[src/rtl/lsu_bus_adapter.sv]
// +--------------------------------------------------------------------------+
// | lsu_bus_adapter: M-stage load/store to request/grant/response data bus   |
// | Revision: 1.0                                                            |
// +--------------------------------------------------------------------------+
`default_nettype none

module lsu_bus_adapter #(
  parameter int unsigned TIMEOUT = 16
) (
  input  logic        clk,
  input  logic        rst_n,
  input  logic        req_valid,
  input  logic        req_we,
  input  logic [2:0]  req_funct3,
  input  logic [31:0] req_addr,
  input  logic [31:0] req_wdata,
  output logic        stall,
  output logic        rsp_valid,
  output logic [31:0] rsp_rdata,
  output logic [1:0]  rsp_fault,
  output logic        bus_req,
  output logic        bus_we,
  output logic [31:0] bus_addr,
  output logic [3:0]  bus_be,
  output logic [31:0] bus_wdata,
  input  logic        bus_gnt,
  input  logic        bus_rvalid,
  input  logic [31:0] bus_rdata,
  input  logic        bus_err
);

  localparam int unsigned         c_cnt_w    = $clog2(TIMEOUT + 1);
  localparam logic [c_cnt_w-1:0]  c_cnt_last = c_cnt_w'(TIMEOUT - 1);

  localparam logic [1:0] c_flt_ok    = 2'b00;
  localparam logic [1:0] c_flt_align = 2'b01;
  localparam logic [1:0] c_flt_bus   = 2'b10;
  localparam logic [1:0] c_flt_size  = 2'b11;

  typedef enum logic [1:0] {
    IDLE = 2'd0,
    REQ  = 2'd1,
    WAIT = 2'd2,
    DONE = 2'd3
  } state_e;

  state_e               state_q, state_d;
  logic [c_cnt_w-1:0]   cnt_q, cnt_d;
  logic                 we_q, we_d;
  logic [2:0]           funct3_q, funct3_d;
  logic [1:0]           addr_lo_q, addr_lo_d;
  logic                 bus_req_q, bus_req_d;
  logic                 bus_we_q, bus_we_d;
  logic [31:0]          bus_addr_q, bus_addr_d;
  logic [3:0]           bus_be_q, bus_be_d;
  logic [31:0]          bus_wdata_q, bus_wdata_d;
  logic                 rsp_valid_q, rsp_valid_d;
  logic [31:0]          rsp_rdata_q, rsp_rdata_d;
  logic [1:0]           rsp_fault_q, rsp_fault_d;

  logic                 w_illegal;
  logic                 w_misaligned;
  logic [3:0]           w_be;
  logic [31:0]          w_wdata;
  logic [7:0]           w_byte;
  logic [15:0]          w_half;
  logic [31:0]          w_load;

  // Request decode from the live M-stage fields, used only in IDLE.
  always_comb begin
    w_illegal = 1'b0;
    if (req_we) begin
      w_illegal = req_funct3[2] || (req_funct3[1:0] == 2'b11);
    end else begin
      case (req_funct3)
        3'b000, 3'b001, 3'b010, 3'b100, 3'b101: w_illegal = 1'b0;
        default:                                w_illegal = 1'b1;
      endcase
    end
    w_misaligned = ((req_funct3[1:0] == 2'b01) && req_addr[0]) ||
                   ((req_funct3[1:0] == 2'b10) && (req_addr[1:0] != 2'b00));

    w_be    = 4'b1111;
    w_wdata = req_wdata;
    if (req_we) begin
      case (req_funct3[1:0])
        2'b00: begin
          w_be    = 4'b0001 << req_addr[1:0];
          w_wdata = {4{req_wdata[7:0]}};
        end
        2'b01: begin
          w_be    = 4'b0011 << {req_addr[1], 1'b0};
          w_wdata = {2{req_wdata[15:0]}};
        end
        default: begin
          w_be    = 4'b1111;
          w_wdata = req_wdata;
        end
      endcase
    end
  end

  // Load lane extraction driven by the latched size and low address bits.
  always_comb begin
    case (addr_lo_q)
      2'd1:    w_byte = bus_rdata[15:8];
      2'd2:    w_byte = bus_rdata[23:16];
      2'd3:    w_byte = bus_rdata[31:24];
      default: w_byte = bus_rdata[7:0];
    endcase
    w_half = addr_lo_q[1] ? bus_rdata[31:16] : bus_rdata[15:0];
    case (funct3_q)
      3'b000:  w_load = {{24{w_byte[7]}}, w_byte};
      3'b100:  w_load = {24'd0, w_byte};
      3'b001:  w_load = {{16{w_half[15]}}, w_half};
      3'b101:  w_load = {16'd0, w_half};
      default: w_load = bus_rdata;
    endcase
  end

  always_comb begin
    state_d     = state_q;
    cnt_d       = cnt_q;
    we_d        = we_q;
    funct3_d    = funct3_q;
    addr_lo_d   = addr_lo_q;
    bus_req_d   = bus_req_q;
    bus_we_d    = bus_we_q;
    bus_addr_d  = bus_addr_q;
    bus_be_d    = bus_be_q;
    bus_wdata_d = bus_wdata_q;
    rsp_rdata_d = rsp_rdata_q;
    rsp_fault_d = rsp_fault_q;

    case (state_q)
      IDLE: begin
        if (req_valid) begin
          we_d      = req_we;
          funct3_d  = req_funct3;
          addr_lo_d = req_addr[1:0];
          if (w_illegal) begin
            state_d     = DONE;
            rsp_fault_d = c_flt_size;
            rsp_rdata_d = 32'd0;
          end else if (w_misaligned) begin
            state_d     = DONE;
            rsp_fault_d = c_flt_align;
            rsp_rdata_d = 32'd0;
          end else begin
            state_d     = REQ;
            cnt_d       = '0;
            bus_req_d   = 1'b1;
            bus_we_d    = req_we;
            bus_addr_d  = {req_addr[31:2], 2'b00};
            bus_be_d    = w_be;
            bus_wdata_d = w_wdata;
          end
        end
      end
      REQ: begin
        if (bus_gnt) begin
          bus_req_d = 1'b0;
          cnt_d     = cnt_q + 1'b1;
          if (we_q) begin
            state_d     = DONE;
            rsp_fault_d = c_flt_ok;
            rsp_rdata_d = 32'd0;
          end else begin
            state_d = WAIT;
          end
        end else if (cnt_q == c_cnt_last) begin
          state_d     = DONE;
          bus_req_d   = 1'b0;
          rsp_fault_d = c_flt_bus;
          rsp_rdata_d = 32'd0;
        end else begin
          cnt_d = cnt_q + 1'b1;
        end
      end
      WAIT: begin
        // A response in the expiry cycle still counts as a completion.
        if (bus_rvalid) begin
          state_d     = DONE;
          rsp_fault_d = bus_err ? c_flt_bus : c_flt_ok;
          rsp_rdata_d = bus_err ? 32'd0 : w_load;
        end else if (cnt_q == c_cnt_last) begin
          state_d     = DONE;
          rsp_fault_d = c_flt_bus;
          rsp_rdata_d = 32'd0;
        end else begin
          cnt_d = cnt_q + 1'b1;
        end
      end
      default: begin
        state_d = IDLE;
      end
    endcase

    rsp_valid_d = (state_d == DONE);
  end

  always_ff @(posedge clk or negedge rst_n) begin
    if (!rst_n) begin
      state_q     <= IDLE;
      cnt_q       <= '0;
      we_q        <= 1'b0;
      funct3_q    <= 3'd0;
      addr_lo_q   <= 2'd0;
      bus_req_q   <= 1'b0;
      bus_we_q    <= 1'b0;
      bus_addr_q  <= 32'd0;
      bus_be_q    <= 4'd0;
      bus_wdata_q <= 32'd0;
      rsp_valid_q <= 1'b0;
      rsp_rdata_q <= 32'd0;
      rsp_fault_q <= 2'd0;
    end else begin
      state_q     <= state_d;
      cnt_q       <= cnt_d;
      we_q        <= we_d;
      funct3_q    <= funct3_d;
      addr_lo_q   <= addr_lo_d;
      bus_req_q   <= bus_req_d;
      bus_we_q    <= bus_we_d;
      bus_addr_q  <= bus_addr_d;
      bus_be_q    <= bus_be_d;
      bus_wdata_q <= bus_wdata_d;
      rsp_valid_q <= rsp_valid_d;
      rsp_rdata_q <= rsp_rdata_d;
      rsp_fault_q <= rsp_fault_d;
    end
  end

  assign stall     = req_valid && (state_q != DONE);
  assign rsp_valid = rsp_valid_q;
  assign rsp_rdata = rsp_rdata_q;
  assign rsp_fault = rsp_fault_q;
  assign bus_req   = bus_req_q;
  assign bus_we    = bus_we_q;
  assign bus_addr  = bus_addr_q;
  assign bus_be    = bus_be_q;
  assign bus_wdata = bus_wdata_q;

endmodule

`default_nettype wire

[config.mk]
export PLATFORM = sky130hd
export DESIGN_NAME = lsu_bus_adapter
export DESIGN_NICKNAME = d
export VERILOG_FILES = /design/src/rtl/lsu_bus_adapter.sv
export SDC_FILE = /design/constraint.sdc
export NUM_CORES = 1
export LEC_CHECK = 0
export CAP_MARGIN = 20
export CORE_UTILIZATION = 42
export CTS_BUF_LIST = sky130_fd_sc_hd__clkbuf_4
export DETAILED_ROUTE_END_ITERATION = 10
export HOLD_SLACK_MARGIN = 0.15
export PLACE_DENSITY_LB_ADDON = 0.3
export SETUP_SLACK_MARGIN = 0.3
export SLEW_MARGIN = 40
export SYNTH_ARGS = -nofsm -noshare
export SYNTH_HDL_FRONTEND = slang
export SYNTH_SLANG_ARGS = --single-unit
[constraint.sdc]
create_clock -name clk -period 2.5 [get_ports clk]
set_clock_uncertainty 0.15 [all_clocks]
set_input_delay 0.25 -clock clk [delete_from_list [all_inputs] [get_ports clk]]
set_output_delay 0.25 -clock clk [all_outputs]
set_load 0.01 [all_outputs]
==> results of run 1 <==
## placed cells by master (no fill, tap or decap), types with 5 or more instances in the layout
| master | count |
|---|---|
| a21oi_1 | 21 |
| a221oi_1 | 7 |
| a22o_1 | 24 |
| buf_4 | 29 |
| clkbuf_4 | 19 |
| clkdlybuf4s50_1 | 207 |
| dfrtp_1 | 115 |
| dlygate4sd3_1 | 48 |
| inv_1 | 16 |
| mux2_2 | 46 |
| mux2i_1 | 30 |
| nand2_1 | 57 |
| nand2b_1 | 5 |
| nand3_1 | 19 |
| nor2_1 | 25 |
| nor2b_1 | 8 |
| o21ai_0 | 33 |
| o2bb2ai_1 | 9 |
| o32ai_1 | 7 |
| or3_1 | 11 |
## worst paths after layout
kind,startpoint,end,slack [ns],depth (start not counted)
setup / recovery,cnt_q[1],rsp_rdata[30],0.34,8
hold / removal,req_wdata[18],bus_wdata[18],0.20,3
setup reg to reg,cnt_q[1],rsp_rdata[30],0.34,8
hold reg to reg,bus_be[1],bus_be[1],0.34,2
max in group asynchronous,rst_n,state_q[0],0.72,4
min in group asynchronous,rst_n,rsp_rdata[10],0.63,3
## flip-flops by register name, summed over array words and instances, names as in the netlist, 2 cells and up
register	cells
bus_wdata	32
rsp_fault	2
funct3_q	3
rsp_rdata	32
bus_be	4
addr_lo_q	2
cnt_q	5
state_q	2
bus_addr	30
## per-stage QoR
stage	util	cell area, sq um	std cells
CTS	0.675	9000	994
global placement	0.613	8180	913
global route	0.683	9110	997
finish	0.683	9110	997
detailed placement	0.613	8180	913
floorplan	-	5790	538
## what timing repair did
item | 4_1_cts | 5_1_grt
setup buffers | 2 | 2
hold endpoints to repair | 162 | 0
endpoints found under the setup margin | 26 | 67
cloned | 0 | 1
hold buffers | 48 | 0
gates resized for setup | 9 | 14
## final cells by class
type                    count  share of cell area
clock buffers              19              0.0157
clock inverters            12              0.0178
inverters                  17             0.00700
multi-input cells         367               0.299
flip-flops and latches    116               0.319
well taps                 176              0.0242
repair buffers            290               0.317
## report_power, final
group          internal (uW)  switching, uW  total, uW
combinational           2540           2220       4760
clock                    796            716       1510
sequential              2600            508       3110
total                   5940           3440       9380
## per-layer routing
layer  vias up  GRT usage
li1       2494          -
met1      2628      0.316
met2       224      0.425
met3        32     0.0814
met4         0     0.0981
met5         -          0
## critical path: stages (launching register included)
cell     delay, ns
dfrtp_1       0.39
ha_2          0.21
nand3_1       0.10
inv_1         0.12
ha_4          0.15
o21ba_2       0.18
a211o_1       0.34
buf_12        0.18
a22o_1        0.24
## cell families (layout without fill, tap and decap cells)
logic type,count (synthesis),in the layout
flip-flops,116,116
buffers and inverters,55,338
other,1,2
AND/OR/NAND/NOR,141,141
multiplexers,77,77
AO/OA/AOI/OAI,139,139
adder cells (fa/ha/maj),8,8
==> results_dict.tcl, run 1 <==
set metrics [dict create \
    die_w_um 119 \
    vdd_drop_max_mv 0.696 \
    ys_seq_elements 116 \
    root_buffer "clkbuf_4" \
    hpwl_mm 12.3 \
    seq_area_sq_um 2900 \
    yosys.area.top_type "dfrtp_1" \
    avgSynthCellArea_sq_um 10.7 \
    drt_iter0_drc 435 \
    path_clk_slew_ns 0.11 \
    start_util 0.432 \
    post_drt_wl_per_cell_um 18.1 \
    powerDensity_nw_per_um2 1030 \
    fin_worst_hold_slack_ns 0.202 \
    h-tree-depth 4 \
    period_share 0.865 \
    ant_nets 0 \
    end_kind "flip-flop" \
    cts_buffers 17 \
    grt_pass1_vias 5473 \
    setup_viol 0 \
    fp.dieH_um 119 \
    fillerInstances 997 \
    tightest_slew_ns 0.668 \
    drive_gt1_frac 0.158 \
    multi_input_area_sq_um 2730 \
    finalHoldViolations 0 \
    power_uw 9380 \
    track_usage 0.258 \
    finalMaxSlewViolations 0 \
    cp_max_fo 26 \
    yosysUniqueCellTypes 55 \
    max_cap_violations 0 \
    drt_wl_total_mm 18.1 \
    synthArstFlopShare 1.00 \
    top_layer_used "met4" \
    synthTopCellsByArea "dfrtp_1, mux2_2, mux2i_1" \
    synth_edf_count 0 \
    met2_length_mm 8.91 \
    area_growth_syn_to_layout_pct 57.9 \
    cts.sinks 116 \
    leakage_uw 0.00400 \
    coreArea_sq_um 13300 \
    period_minus_slack_ns 2.16 \
    drt_pass1_iterations 4 \
    grt_antenna_before_repair 0 \
    synth_compound_area_frac 0.175 \
    cts_tree "done" \
    pin_count 212 \
    synth.most_common_cell "dfrtp_1" \
    vias 5378 \
    synth_common_cells "dfrtp_1, nand2_1, mux2_2" \
    clock_latency_ns 0.54 \
    yosysTopAreaCellShare 0.503 \
    muxShareOfSynthArea 0.146 \
    slew_headroom 0.553 \
    rsz0062_at_grt "true" \
    min_path_type "primary input to flip-flop" \
    synthAdderAreaFrac 0.0173 \
    synth-main-ff-cell "dfrtp_1" \
    rows 42 \
    dieArea_sq_um 14200 \
    yosys_warnings 0 \
    diodes 0 \
    worst_slack_ns 0.338 \
    met1Wirelength_mm 7.35 \
    drc_errors 0 \
    setup_tns_ns 0 \
    grt_overflow_total 0 \
    crit_type "flip-flop to flip-flop" \
    via_per_inst 5.39 \
    clk_path_buf_depth 2 \
    synth_top_family_by_area "compound AO/OA/AOI/OAI gates" \
    arrival_ns 2.43 \
    outcome "finished, final reports clean" \
    required_ns 2.77 \
    grt_max_degree 90 \
    nets 923 \
    netlist_area_sq_um 5770 \
    synth-simple-area-share 0.116 \
    seq_area_frac_synth 0.503 \
    synth_xor_area_frac 0 \
    grt_pass1_wl_mm 28.2 \
    wl_met3_mm 1.41 \
    gp_congestion 0.885 \
    max_freq_mhz 463 \
    port_buffers 209 \
    syn_inst 537 \
    critPathLaunchType "flip-flop" \
    dp_slack_ns 0.0592 \
]
(Power assumes the default switching activity.)
==> run 2: changes to the inputs <==
--- a/config.mk
+++ b/config.mk
@@ -8,6 +8,7 @@
 export CAP_MARGIN = 20
 export CORE_UTILIZATION = 42
 export CTS_BUF_LIST = sky130_fd_sc_hd__clkbuf_4
+export CTS_CLUSTER_SIZE = 8
 export DETAILED_ROUTE_END_ITERATION = 10
 export HOLD_SLACK_MARGIN = 0.15
 export PLACE_DENSITY_LB_ADDON = 0.3
==> results of run 2 <==
Final layout, timing and power as in run 1 (identical DEF).
==> edit 1 (settings of run 2) <==
Re-encode `state_e` (4 states) as one-hot, 4 bits wide.
--- a/src/rtl/lsu_bus_adapter.sv
+++ b/src/rtl/lsu_bus_adapter.sv
@@ -39,7 +39,7 @@
 
-  typedef enum logic [1:0] {
-    IDLE = 2'd0,
-    REQ  = 2'd1,
-    WAIT = 2'd2,
-    DONE = 2'd3
+  typedef enum logic [3:0] {
+    IDLE = 4'b0001,
+    REQ  = 4'b0010,
+    WAIT = 4'b0100,
+    DONE = 4'b1000
   } state_e;
Check against the original RTL: no difference found for any inputs over 4 cycles, from zero or initial values and one cycle with rst_n low; so few cycles prove little.
==> edit 1 against run 2 <==
- clock power down 21%
- area after synthesis down 1.9%
- wire length down 5.2%
- sequential cell count up 2
- setup slack better by 0.022 ns
- total power down 24%
- worst hold slack worse by 0.0036 ns
- cell count up 4.1%
- cell area down 4.5%
- highest routed layer unchanged
==> edit 1: results (changes against run 2) <==
Parameter                              Value

Run status
  Result of the run ... finished, final reports clean

GRT
  Global-route usage over all layers ... 25.1% (-0.77 points)
  Number of global-route vias before repair ... 5550 (+1.4%)
  Wire length of the first global-routing pass ... 27300 µm (-3.3%)
  Maximum number of pins on one net before global-route repair ... 58 (-36%)
  Initial antenna violation count ... 1 (+1)

Place
  Last weighted congestion value of the routability-driven placer ... 0.817 (-7.7%)
  Worst slack after detailed placement ... 0.0581 ns (-0.00118 ns)
  Post-DP HPWL ... 11900 µm (-2.6%)
  Number of input and output port buffers inserted ... 209 (unchanged)

Worst hold path
  Instance count along the most critical hold path ... 3 (unchanged)
  Beginning of the worst hold path ... req_wdata[19]
  Worst hold path endpoint ... bus_wdata[19]$_DFFE_PN0P_
  Hold Path Class ... in2reg

Power
  Peak supply drop ... 0.535 mV (-23%)
  Lkg Pwr ... 3.90 nW (-2.6%)

STA
  Worst slew margin relative to its limit ... 60.8% (+5.5 points)
  Period utilisation layout ... 85.6% (-0.86 points)

Clocking
  Depth of the CTS H-tree ... 4 (unchanged)
  Number of buffers inserted during clock tree synthesis ... 17 (unchanged)
  Clock-pin slew of the registers on the worst-case setup and hold paths ... 0.11 ns (about the same)
  Clock latency at the later pin of the worst-skew pair ... ~0.53 ns
  Root buffer cell ... sky130_fd_sc_hd__clkbuf_4
  Maximum buffer depth of the clock tree ... 2 (unchanged)

Setup path
  Worst r2r dst ... rsp_rdata[8]$_DFFE_PN0P_
  Critical path fanouts, max ... 35 (+35%)
  Top delay family on crit path ... simple AND/OR/NAND/NOR gates
  CP max stage delay ... 0.53 ns (+0.14 ns)
  Slowest cell on crit path ... sky130_fd_sc_hd__or4b_4
  Depth of the worst register-to-register path ... 6 (-2)
  Critical path data arrival time ... 2.41 ns (-0.02 ns)
  Reg-to-reg slack, setup ... 0.36 ns (+0.02 ns)
  Beginning of the worst register-to-register path ... state_q[3]$_DFF_PN0_

Detailed routing
  WL/cell ... 16.5 µm (-8.9%)
  First DRT Iteration DRCs ... 268 (-38%)
  Total via count in the routed design ... 5446 (+1.3%)
  Detailed-router iteration count before antenna repair ... 7 (+3)

Logic synthesis
  Synth warn ... 0 (unchanged)
  Fraction of synthesis flops using an asynchronous set or reset pin ... 100% (unchanged)
  Top cells by instance count after synthesis ... sky130_fd_sc_hd__nand2_1 (162), sky130_fd_sc_hd__dfrtp_1 (117), sky130_fd_sc_hd__o21ai_0 (50)
  Count of distinct cell types in the synthesized netlist ... 60 (+9.1%)
  Cell types occupying the most area after synthesis ... sky130_fd_sc_hd__dfrtp_1 (52%), sky130_fd_sc_hd__nand2_1 (11%), sky130_fd_sc_hd__mux2i_1 (4.8%)
  Proportion of synthesized chip area in sequential cells ... 52.2% (+1.9 points)

Cells and area
  Share of final-layout standard cells stronger than drive strength 1 ... 9.64% (-6.2 points)
  Final layout net count ... 959 (+3.9%)
==> edit 1: cell count changes after synthesis, moves of 6 or more <==
cell / before / now
sky130_fd_sc_hd__a221oi_1: 7 / 1
sky130_fd_sc_hd__nand2b_1: 5 / 22
sky130_fd_sc_hd__mux2_2: 46 / 6
sky130_fd_sc_hd__nand3_1: 19 / 3
sky130_fd_sc_hd__a22o_1: 24 / 18
sky130_fd_sc_hd__nand2_1: 57 / 162
sky130_fd_sc_hd__o21ai_0: 33 / 50
sky130_fd_sc_hd__or3_1: 11 / 0
sky130_fd_sc_hd__o32ai_1: 7 / 0
==> edit 1: layer usage <==
layer / routed length (µm) / share of wire, % / global-route usage [%]
met4: 398 / 2.3 / 9.70
met3: 1440 / 8.4 / 10.2
met2: 8700 / 51 / 41.6
met1: 6610 / 39 / 28.8
met5: 0 / 0 / 0
==> edit 1: layout make-up <==
type	instances	area, µm²
fill	1029	4490
clock buffer	19	143
tap	176	220
inverter	13	48.8
clock inverter	11	87.6
timing repair buffer	273	2720
sequential	118	2960
multi-input combinational	427	2530
antenna	1	2.50
==> edit 1: power breakdown <==
group	leakage (nW)	switching, W	internal, W
Combinational	2.25	0.00146	0.00163
Sequential	1.51	0.000388	0.00249
Clock	0.131	0.000701	0.000490
Total	3.90	0.00255	0.00461
==> edit 1: logic make-up (layout without fill, tap and decap cells) <==
kind of cell	count (synthesis)	count (layout)	synth area share, %
AO/OA/AOI/OAI	144	144	17.4
other	1	3	0.0662
AND/OR/NAND/NOR	244	244	19.3
buffers and inverters	50	316	3.98
adder cells (fa/ha/maj)	3	3	0.663
flip-flops	118	118	52.2
multiplexers	34	34	6.37
==> edit 1: worst max-delay path by stage <==
stage	start	endpoint
4_1_cts	state_q[3]$_DFF_PN0_	rsp_rdata[22]$_DFFE_PN0P_
2_1_floorplan	cnt_q[0]$_DFFE_PN0P_	rsp_fault[1]$_DFFE_PN0P_
5_1_grt	cnt_q[1]$_DFFE_PN0P_	rsp_rdata[14]$_DFFE_PN0P_
3_3_place_gp	req_addr[0]	cnt_q[2]$_DFFE_PN0P_
3_5_place_dp	req_addr[0]	cnt_q[2]$_DFFE_PN0P_
6_report	state_q[3]$_DFF_PN0_	rsp_rdata[8]$_DFFE_PN0P_
==> edit 1: metrics by stage <==
stage                     std cells  total power, W  cell area [µm²]  util, %  hold WS (ns)
after floorplan                 595         0.00417             5660        -        -0.196
after CTS                      1033         0.00717             8640     65.5         0.153
after global routing           1038         0.00761             8700     66.0         0.162
final                          1038         0.00716             8700     66.0         0.199
after detailed placement        966         0.00590             8030     60.9         0.136
after global placement          966         0.00582             8030     60.9         0.129
==> edit 1: repair_timing <==
item,in CTS,in global routing
hold buffers,35,0
setup endpoints to repair,7,47
setup buffers,2,4
gates cloned,0,0
endpoints found under the hold margin,151,0
resized for setup,6,6
==> edit 2 (settings of run 2) <==
Made on the original files. `TIMEOUT`: 16 -> 8.
--- a/src/rtl/lsu_bus_adapter.sv
+++ b/src/rtl/lsu_bus_adapter.sv
@@ -7,3 +7,3 @@
 module lsu_bus_adapter #(
-  parameter int unsigned TIMEOUT = 16
+  parameter int unsigned TIMEOUT = 8
 ) (
Check against the original RTL: same outputs for any inputs over 4 cycles, from zero or initial values and one cycle with rst_n low; that may be too few to reach the edited logic, so the function may still have changed.
==> edit 2 against run 2 <==
- cell area shrank 4.2%
- largest cell class unchanged
- critical endpoint is now cnt_q[1]$_DFFE_PN0P_
- worst hold slack lost 0.019 ns
- count of clock-buffer cells in the layout shrank 1
- highest routed layer unchanged
- total power shrank 3.3%
- sequential cell count shrank 1
- area after synthesis shrank 0.72%
- maximum frequency grew 1.1%
- sequential power shrank 2%
- wire length shrank 8.5%
- setup slack gained 0.023 ns
- die area shrank 0.70%
==> edit 2: results (changes against run 2) <==
Parameter                              Value

Logic synthesis
  Proportion of synthesized chip area in sequential cells ... 50.2% (-0.074 points)
  Cell types occupying the most area after synthesis ... sky130_fd_sc_hd__dfrtp_1 (50%), sky130_fd_sc_hd__mux2_2 (6.7%), sky130_fd_sc_hd__mux2i_1 (6.5%)
  Top cells by instance count after synthesis ... sky130_fd_sc_hd__dfrtp_1 (115), sky130_fd_sc_hd__nand2_1 (42), sky130_fd_sc_hd__o2bb2ai_1 (40)
  Average cell area after synthesis ... 11.3 µm² (+5.2%)

STA
  Period utilisation layout ... 85.6% (-0.90 points)
  Hold Slack ... 0.184 ns (-0.0188 ns)

GRT
  Met1 routing resource usage after global routing ... 29.7% (-1.8 points)
  Maximum number of pins on one net before global-route repair ... 49 (-46%)
  Global-route usage over all layers ... 24.7% (-1.1 points)
  Met2 Use GR ... 39.3% (-3.3 points)
  Met3 GRT Util ... 9.70% (+1.6 points)

Cells and area
  Layout filler cell count ... 984 (-1.3%)
  Share of final-layout standard cells stronger than drive strength 1 ... 13.2% (-2.6 points)

Detailed routing
  First DRT Iteration DRCs ... 247 (-43%)
  Wire length on met3 ... 1510 µm (+6.6%)
  Total via count in the routed design ... 5022 (-6.6%)
  Wire length on met1 ... 6680 µm (-9.1%)

Setup path
  Slowest cell on crit path ... sky130_fd_sc_hd__nor4bb_1
  Critical path fanouts, max ... 6 (-77%)
  Worst setup path end ... cnt_q[1]$_DFFE_PN0P_

Place
  Placed instance area ... 0.00806 mm² (-1.5%)
  Number of placed instances, taps included ... 879 (-3.7%)

Clocking
  Post-cts resize count ... 3 (-6)
  Hold buffers post-CTS ... 28 (-42%)

Run status
  Result of the run ... finished, final reports clean

Worst hold path
  Worst hold path endpoint ... bus_addr[23]$_DFFE_PN0P_

Power
  Peak supply drop ... 0.731 mV (+5.0%)
  Lkg Pwr ... 3.70 nW (-7.6%)
==> edit 2: cell count changes in the layout (fill, tap and decap cells not counted), sizes merged, moves of 5 or more <==
cell,delta
o32ai,-6
a221oi,-5
nand2,-14
a22oi,+24
buf,-10
a21oi,-7
o2bb2ai,+31
mux2i,+7
o22ai,+8
dlygate4sd3,-20
a22o,-23
or3,-10
nand3,-9
==> edit 2: layout make-up <==
type,instances,share of cell area [%]
Antenna cell,1,0.0287
Clock buffer,18,1.55
Clock inverter,13,1.91
Inverter,14,0.602
Multi-Input combinational cell,345,30.6
Sequential cell,115,33.0
Tap cell,176,2.52
Timing Repair Buffer,260,29.8
==> edit 2: power by group through the flow <==
stage	Sequential, W	Combinational [W]	Clock [W]
2_1_floorplan	0.00329	0.00200	0
3_3_place_gp	0.00303	0.00431	0
3_5_place_dp	0.00306	0.00440	0
4_1_cts	0.00304	0.00450	0.00151
5_1_grt	0.00314	0.00494	0.00158
6_report	0.00304	0.00455	0.00148
